<file path="src/rtl/imem_pkg.sv">
// Shared instruction-memory constants and the loader state encoding.
// The IMEM read side imports the same constants.
package imem_pkg;

  localparam int unsigned IMEM_DEPTH = 64;
  localparam int unsigned ADDR_W     = 8;

  typedef enum logic [1:0] {
    IDLE,
    COLLECT,
    WRITE,
    DONE
  } ld_state_t;

endpackage

</file>
<file path="src/rtl/imem_loader_word_packer.sv">
// Packs accepted bytes little-endian into one 32-bit word.
// A clear zeroes the word, so any bytes that were never filled read as 0x00.
module word_packer (
  input  logic        clk,
  input  logic        rst,
  input  logic        clear,
  input  logic        accept,
  input  logic [7:0]  data,
  output logic [1:0]  byte_idx,
  output logic [31:0] word
);

  always_ff @(posedge clk or posedge rst) begin
    if (rst) begin
      byte_idx <= '0;
      word     <= '0;
    end else if (clear) begin
      byte_idx <= '0;
      word     <= '0;
    end else if (accept) begin
      word[{byte_idx, 3'b000} +: 8] <= data;
      byte_idx                      <= byte_idx + 2'd1;
    end
  end

endmodule

</file>
<file path="src/rtl/imem_loader.sv">
// Streams an image byte-by-byte into instruction memory, one word write per
// four bytes (or per short final word), with overflow detection at IMEM_DEPTH.
module imem_loader #(
  parameter int unsigned IMEM_DEPTH = imem_pkg::IMEM_DEPTH,
  parameter int unsigned ADDR_W     = imem_pkg::ADDR_W
) (
  input  logic              clk,
  input  logic              rst,
  input  logic              ld_start,
  input  logic [7:0]        ld_byte,
  input  logic              ld_valid,
  input  logic              ld_last,
  output logic              ld_ready,
  output logic              IMEM_wr_en,
  output logic [ADDR_W-1:0] IMEM_wr_addr,
  output logic [31:0]       IMEM_wr_data,
  output logic              ld_busy,
  output logic              ld_done,
  output logic              ld_err,
  output logic [6:0]        ld_word_count
);

  import imem_pkg::*;

  ld_state_t  state;
  logic       word_last;
  logic       accept;
  logic       complete;
  logic       pack_clear;
  logic       last_slot;
  logic [1:0] byte_idx;

  always_comb begin
    accept     = ld_ready & ld_valid;
    complete   = accept & ((byte_idx == 2'd3) | ld_last);
    last_slot  = (ld_word_count == 7'(IMEM_DEPTH - 1));
    // The packer is emptied as the write retires, so WRITE sees a stable word.
    pack_clear = (state == WRITE) | (((state == IDLE) | (state == DONE)) & ld_start);
  end

  word_packer u_packer (
    .clk      (clk),
    .rst      (rst),
    .clear    (pack_clear),
    .accept   (accept),
    .data     (ld_byte),
    .byte_idx (byte_idx),
    .word     (IMEM_wr_data)
  );

  always_ff @(posedge clk or posedge rst) begin
    if (rst) begin
      state         <= IDLE;
      ld_ready      <= 1'b0;
      IMEM_wr_en    <= 1'b0;
      IMEM_wr_addr  <= '0;
      ld_busy       <= 1'b0;
      ld_done       <= 1'b0;
      ld_err        <= 1'b0;
      ld_word_count <= '0;
      word_last     <= 1'b0;
    end else begin
      IMEM_wr_en <= 1'b0;
      unique case (state)
        IDLE, DONE: begin
          if (ld_start) begin
            state         <= COLLECT;
            ld_ready      <= 1'b1;
            ld_busy       <= 1'b1;
            ld_done       <= 1'b0;
            ld_err        <= 1'b0;
            ld_word_count <= '0;
          end
        end
        COLLECT: begin
          if (complete) begin
            state        <= WRITE;
            ld_ready     <= 1'b0;
            IMEM_wr_en   <= 1'b1;
            IMEM_wr_addr <= ADDR_W'({ld_word_count, 2'b00});
            word_last    <= ld_last;
          end
        end
        WRITE: begin
          ld_word_count <= ld_word_count + 7'd1;
          if (word_last || last_slot) begin
            state   <= DONE;
            ld_busy <= 1'b0;
            ld_done <= 1'b1;
            ld_err  <= ~word_last;
          end else begin
            state    <= COLLECT;
            ld_ready <= 1'b1;
          end
        end
      endcase
    end
  end

endmodule
</file>
<file path="config.mk">
export PLATFORM = sky130hd
export DESIGN_NAME = imem_loader
export DESIGN_NICKNAME = d
export VERILOG_FILES = /design/src/rtl/imem_pkg.sv /design/src/rtl/imem_loader_word_packer.sv /design/src/rtl/imem_loader.sv
export SDC_FILE = /design/constraint.sdc
export NUM_CORES = 1
export LEC_CHECK = 0
export ABC_AREA = 1
export BUFFER_PORTS_ARGS = -buffer_cell sky130_fd_sc_hd__buf_2
export CAP_MARGIN = 5
export CELL_PAD_IN_SITES_DETAIL_PLACEMENT = 2
export CELL_PAD_IN_SITES_GLOBAL_PLACEMENT = 2
export CORE_ASPECT_RATIO = 0.6
export CORE_MARGIN = 8
export CORE_UTILIZATION = 31
export DETAILED_ROUTE_END_ITERATION = 16
export MAX_ROUTING_LAYER = met4
export PLACE_DENSITY_LB_ADDON = 0.1
export SYNTH_ARGS = -nofsm -noshare
export SYNTH_HDL_FRONTEND = slang
export SYNTH_SLANG_ARGS = --single-unit
</file>
<file path="constraint.sdc">
create_clock -name clk -period 2 [get_ports clk]
set_clock_uncertainty 0.1 [all_clocks]
set_input_delay 0.1 -clock clk [delete_from_list [all_inputs] [get_ports clk]]
set_output_delay 0.1 -clock clk [all_outputs]
set_load 0.005 [all_outputs]
</file>
# Word level (Yosys, flattened, before mapping)
# Index checks and enable logic that the tools add are counted.
[classes]
n_mux = 24
bitwise_logic = 7
addsub = 3
reduce_logical = 10
shift = 2
eq_ne = 9
[ops]
columns = ["op", "count"]
rows = [
  ["32-bit 2-to-1 mux", 2],
  ["32-bit bitwise mux", 1],
  ["8-bit by 7-bit variable shift with 32-bit output, first input constant", 1],
  ["8-bit by 7-bit variable part select with 32-bit output", 1],
  ["7-bit case mux with 2 select lines", 1],
  ["2-bit 2-to-1 mux", 5],
  ["1-bit 2-to-1 mux", 9],
  ["7-bit by 1-bit adder with 7-bit output, second input constant", 1],
  ["7-bit by 6-bit == test with 1-bit output, second input constant", 1],
  ["7-bit 2-to-1 mux", 1],
  ["5-bit negation with 7-bit output", 1],
  ["2-bit == test, second input constant", 3],
  ["2-bit != test, second input constant", 3],
  ["1-bit case mux with 2 select lines", 3],
  ["2-bit case mux with 3 select lines", 1],
  ["2-bit AND reduction", 3],
  ["3-bit AND reduction", 2],
  ["2-bit nonzero test", 2],
  ["1-bit AND", 3],
  ["1-bit OR", 3],
  ["1-bit case mux with 3 select lines", 1],
  ["2-bit by 1-bit adder with 2-bit output, second input constant", 1],
  ["2-bit by 1-bit == test with 1-bit output, second input constant", 1],
  ["2-bit zero test", 1],
  ["other kinds (4)", 4],
]
[totals]
out_inout_bits = 52
elab_cells = 66
regBits = 55
in_bits = 13

# Depth between registers and ports, before layout
[logic_depth]
word_depth = 5
ltp_mapped = 9
depth_no_buf = 9

# Hierarchy
# From an unflattened synthesis, not the netlist that was laid out.
[unflattened]
cells_unflattened = 354
hier_area_um2 = 2741.4
[modules_own_cells]
columns = ["mod", "area_per_inst_um2", "seq_area_each_um2", "cells_each", "instances"]
rows = [
  ["word_packer", 1660.3, 850.8, 221, 1],
  ["imem_loader", 1081.0, 525.5, 133, 1],
]

# Worst setup path after synthesis
# OpenSTA, ideal clock, no wires.
[synth_timing]
path_kind = "register -> register"
from = "register u_packer.byte_idx[0]"
to = "register u_packer.word[17]"
setup_ps = 83
period_less_slack_ps = 1735
arrival_ps = 1552
path_slack_ps = 265
t_required_ps = 1817
stages_incl_launch_ff = 8
path_buffers = 1
path_cell_list = "dfrtp_1 buf_2 inv_1 ha_1 inv_1 nor2_2 nand3_2 o22ai_1"
[synth_between]
elab_chain_cells = 5
elab_cells_between_ends = 6
classes_between = "1 x add/sub; 2 x shift; 3 x mux"
[synth_lines]
columns = ["item", "line_no", "text"]
rows = [
  ["start, declared", "imem_loader_word_packer.sv:9", "output logic [1:0] byte_idx,"],
  ["start signal, assigned", "imem_loader_word_packer.sv:22", "byte_idx <= byte_idx + 2'd1;"],
  ["5-bit negation with 7-bit output *", "imem_loader_word_packer.sv:21", "word[{byte_idx, 3'b000} +: 8] <= data;"],
  ["8-bit by 7-bit variable part select with 32-bit output or 8-bit by 7-bit variable shift with 32-bit output (tied branches)", "imem_loader_word_packer.sv:21", ""],
  ["32-bit bitwise mux *", "imem_loader_word_packer.sv:21", ""],
  ["32-bit 2-to-1 mux *", "imem_loader_word_packer.sv:20", "end else if (accept) begin"],
  ["32-bit 2-to-1 mux *", "imem_loader_word_packer.sv:17", "end else if (clear) begin"],
  ["end signal, assigned by index", "imem_loader_word_packer.sv:21", ""],
  ["end, declared", "imem_loader_word_packer.sv:10", "output logic [31:0] word"],
]
# Mark *: on every way between the ends. The rest lies on a longest branch, timed or not. The select of a mux whose other input is x is not followed.
# A chain may end at the register's enable or synchronous reset.

# Worst setup path in the final report
[layout_timing]
from = "register state[0]"
to = "register u_packer.word[6]"
[layout_between]
elab_chain_cells = 5
elab_cells_between_ends = 8
classes_between = "2 x eq/ne; 1 x mux; 3 x bitwise; 2 x reduce/logical"
[layout_lines]
columns = ["item", "line_no", "text"]
rows = [
  ["start, declared", "imem_loader.sv:25", "ld_state_t state;"],
  ["start signal, assigned", "imem_loader.sv:53", "state <= IDLE;"],
  ["start signal, assigned", "imem_loader.sv:67", "state <= COLLECT;"],
  ["start signal, assigned", "imem_loader.sv:77", "state <= WRITE;"],
  ["2-bit == test or 2-bit zero test (tied branches)", "imem_loader.sv:38", "pack_clear = (state == WRITE) | (((state == IDLE) | (state == DONE)) & ld_start);"],
  ["1-bit OR", "imem_loader.sv:38", ""],
  ["1-bit AND", "imem_loader.sv:38", ""],
  ["1-bit OR *", "imem_loader.sv:38", ""],
  ["32-bit 2-to-1 mux or 2-bit nonzero test (tied branches)", "--", ""],
]
# Mark *: on every way between the ends. The rest lies on a longest branch, timed or not.

==> results by group <==
Cells and area
  • Synth-to-layout area growth: 26.7%
  • FILL cells: 980
  • Antenna cells: 0
  • Area of the multi-input gates: 1050 µm²
  • Proportion of layout cells with a drive suffix above 1: 0.267
  • Final nets: 410
  • Register area: 1380 µm²
  • Finished Core Util: 0.403

Worst setup path
  • WS Path Type: reg -> reg
  • Cells along the critical path: inv_1, ha_1, nand2_2, nand2_4, nor2_4, nand3_2, o22ai_1
  • Crit Path Max Fanout: 8
  • CP delay by family, top: simple AND/OR/NAND/NOR gates
  • CP arrival: 1.96 ns
  • Buf/Inv on CP: 1
  • Crit path launch type: flop
  • Crit-path max cell delay: 0.40 ns
  • Worst-path cell with the longest stage delay: dfrtp_1
  • WP data required: 2.10 ns
  • Worst setup EP type: flop

Place
  • Placement Setup Slack: 0.120 ns
  • Gpl congestion: 0.759
  • DP Wirelength: 6840 µm
  • Port buffer count: 62

Global routing
  • Initial antenna violation count: 0
  • Tot GR Track Use: 0.160
  • Largest net degree at the start of global routing: 30
  • GRT Residual Overflow: 0
  • First-pass GRT wire length: 14,400 µm
  • Vias in the first global route: 2,597

Logic synthesis
  • Netlist Area Pre-Place: 2690 µm²
  • Number of synthesis warnings: 0
  • Unique cell type count in the Yosys netlist: 29
  • Cells after synthesis: 311
  • Seq cells post-synth: 55
  • Register area share after synthesis: 0.512
  • Syn_area_per_cell: 8.64 µm²

Pwr
  • Peak VDD IR: 547 µV
  • Cell Pwr Density: 1340 nW/µm²
  • Leak pwr: 1.83 nW
  • Overall power: 0.00456 W

Routing
  • First-pass DRT Iterations: 4
  • # DRC: 0
  • Antenna viol nets, final: 0
  • Vias: 2,322
  • Drt total wl: 8720 µm
  • Wirelength per Cell: 17.4 µm
  • Number of DRC markers in iteration 0: 125
  • Vias per cell: 4.63

STA
  • Final worst slack: 0.140 ns
  • Final hold violations: 0
  • FMAX: 538 MHz
  • Final worst path period need: 1.86 ns
  • RSZ-0062 raised after global routing: no
  • Fin crit share: 0.930
  • Tightest hold margin: 0.00918 ns
  • Setup TNS: 0 ns
  • Final Max Slew Viols: 0
  • Number of setup violations in the final report: 0

CTS
  • CTS buffer count: 5
  • # clock sinks: 55
  • H-tree levels: 2
  • Clock slew seen by the registers of the worst setup and hold paths: 0.07 ns
  • CTS tree: done
  • Clock Tree Buf Depth: 2
  • Clock root buffer: clkbuf_16
  • Clk_lat worst skew: 0.30 ns

Die
  • I/O Pins: 65
  • Starting density of the core: 0.318
  • Cell Rows: 26
  • Die width: 136 µm
  • Die Ht: 88.1 µm
  • Core area: 8460 µm²
  • Die footprint: 12,000 µm²

Hold path
  • Min-Delay Path Class: in -> reg

Run status
  • Outcome: finished, final reports clean

Flow run
  • Max-Cap Viols: 0
## routing by layer
layer	vias up	wire length, µm	track usage
met5	-	0	-
met4	0	61	0.0327
met3	4	409	0.0349
met2	51	3590	0.226
met1	1136	4660	0.228
li1	1131	-	-
## state kept, by name, indices dropped and copies added (netlist names)
register           cells
u_packer.word         32
IMEM_wr_addr           6
word_last              1
ld_ready               1
IMEM_wr_en             1
u_packer.byte_idx      2
ld_done                1
ld_word_count          7
state                  2
ld_err                 1
ld_busy                1
## worst register-to-register path: stages, from the launching register on
cell	delay, ns
dfrtp_1	0.40
inv_1	0.06
ha_1	0.39
nand2_2	0.17
nand2_4	0.11
nor2_4	0.15
nand3_2	0.21
o22ai_1	0.19
## cell families after synthesis
| group | Yosys count | share of synthesized area |
|---|---|---|
| AND/OR/NAND/NOR | 120 | 0.200 |
| XOR/XNOR | 1 | 0.00326 |
| other | 1 | 0.00140 |
| flip-flops | 55 | 0.512 |
| buffers and inverters | 69 | 0.105 |
| adder cells (fa/ha/maj) | 9 | 0.0419 |
| AO/OA/AOI/OAI | 56 | 0.136 |
## metrics by stage
stage	std cells	area, µm²
detailed placement	488	3170
global route	501	3410
finish	501	3410
CTS	501	3390
floorplan	312	2690
global placement	488	3170
## Yosys cell counts (all sizes together)
library cell  instances  area, µm²
o31ai                 1       7.51
o22ai                23        144
dfrtp                55       1380
buf                   4       31.3
nor3                  1       5.00
nand4                 4       31.3
nand3                11       65.1
xor2                  1       8.76
a21oi                10       50.1
inv                  65        251
nor2                 25        111
ha                    9        113
o21bai                1       7.51
nand2                79        324
conb                  1       3.75
o21ai                21        158
## layout make-up
type / count / share of cell area
Sequential cell: 55 / 0.404
Multi-Input combinational cell: 188 / 0.307
Timing Repair Buffer: 73 / 0.123
Inverter: 65 / 0.0738
Tap cell: 112 / 0.0411
Clock buffer: 6 / 0.0408
Clock inverter: 2 / 0.0103
## path summary, 6_finish.rpt
kind                            startpoint           endpoint  slack, ns  cells after the start
worst max-delay path              state[0]   u_packer.word[6]       0.14                      7
worst min-delay path            ld_byte[1]  u_packer.word[17]      0.009                      3
worst max register to register    state[0]   u_packer.word[6]       0.14                      7
worst min register to register     ld_busy            ld_busy       0.38                      2
max in group asynchronous              rst  u_packer.word[24]       1.08                      4
min in group asynchronous              rst   ld_word_count[5]       0.20                      3
## power breakdown
part / internal (W) / switching [W] / leakage (nW)
Clock: 0.000624 / 0.000414 / 0.0868
Combinational: 0.000648 / 0.00133 / 0.999
Sequential: 0.00136 / 0.000181 / 0.749
Total: 0.00263 / 0.00193 / 1.83
## cell usage in the layout, fill, tap and decap left out, types with 2 or more instances in the layout
cell,n
a21oi_1,10
buf_2,62
buf_4,5
clkbuf_16,5
conb_1,2
dfrtp_1,55
dlygate4sd3_1,5
ha_1,9
inv_1,60
inv_2,3
nand2_1,72
nand2_2,5
nand2_4,2
nand3_1,9
nand3_2,2
nand4_1,3
nor2_1,22
nor2_4,3
o21ai_0,11
o21ai_2,8
o21ai_4,2
o22ai_1,23
## timing repair
item	4_1_cts	5_1_grt
gates resized for setup	0	2
hold endpoints to repair	17	0
endpoints found under the setup margin	0	6
hold buffers	5	0
buffers inserted	0	0
Note: power is estimated with default switching activity, not from simulation.
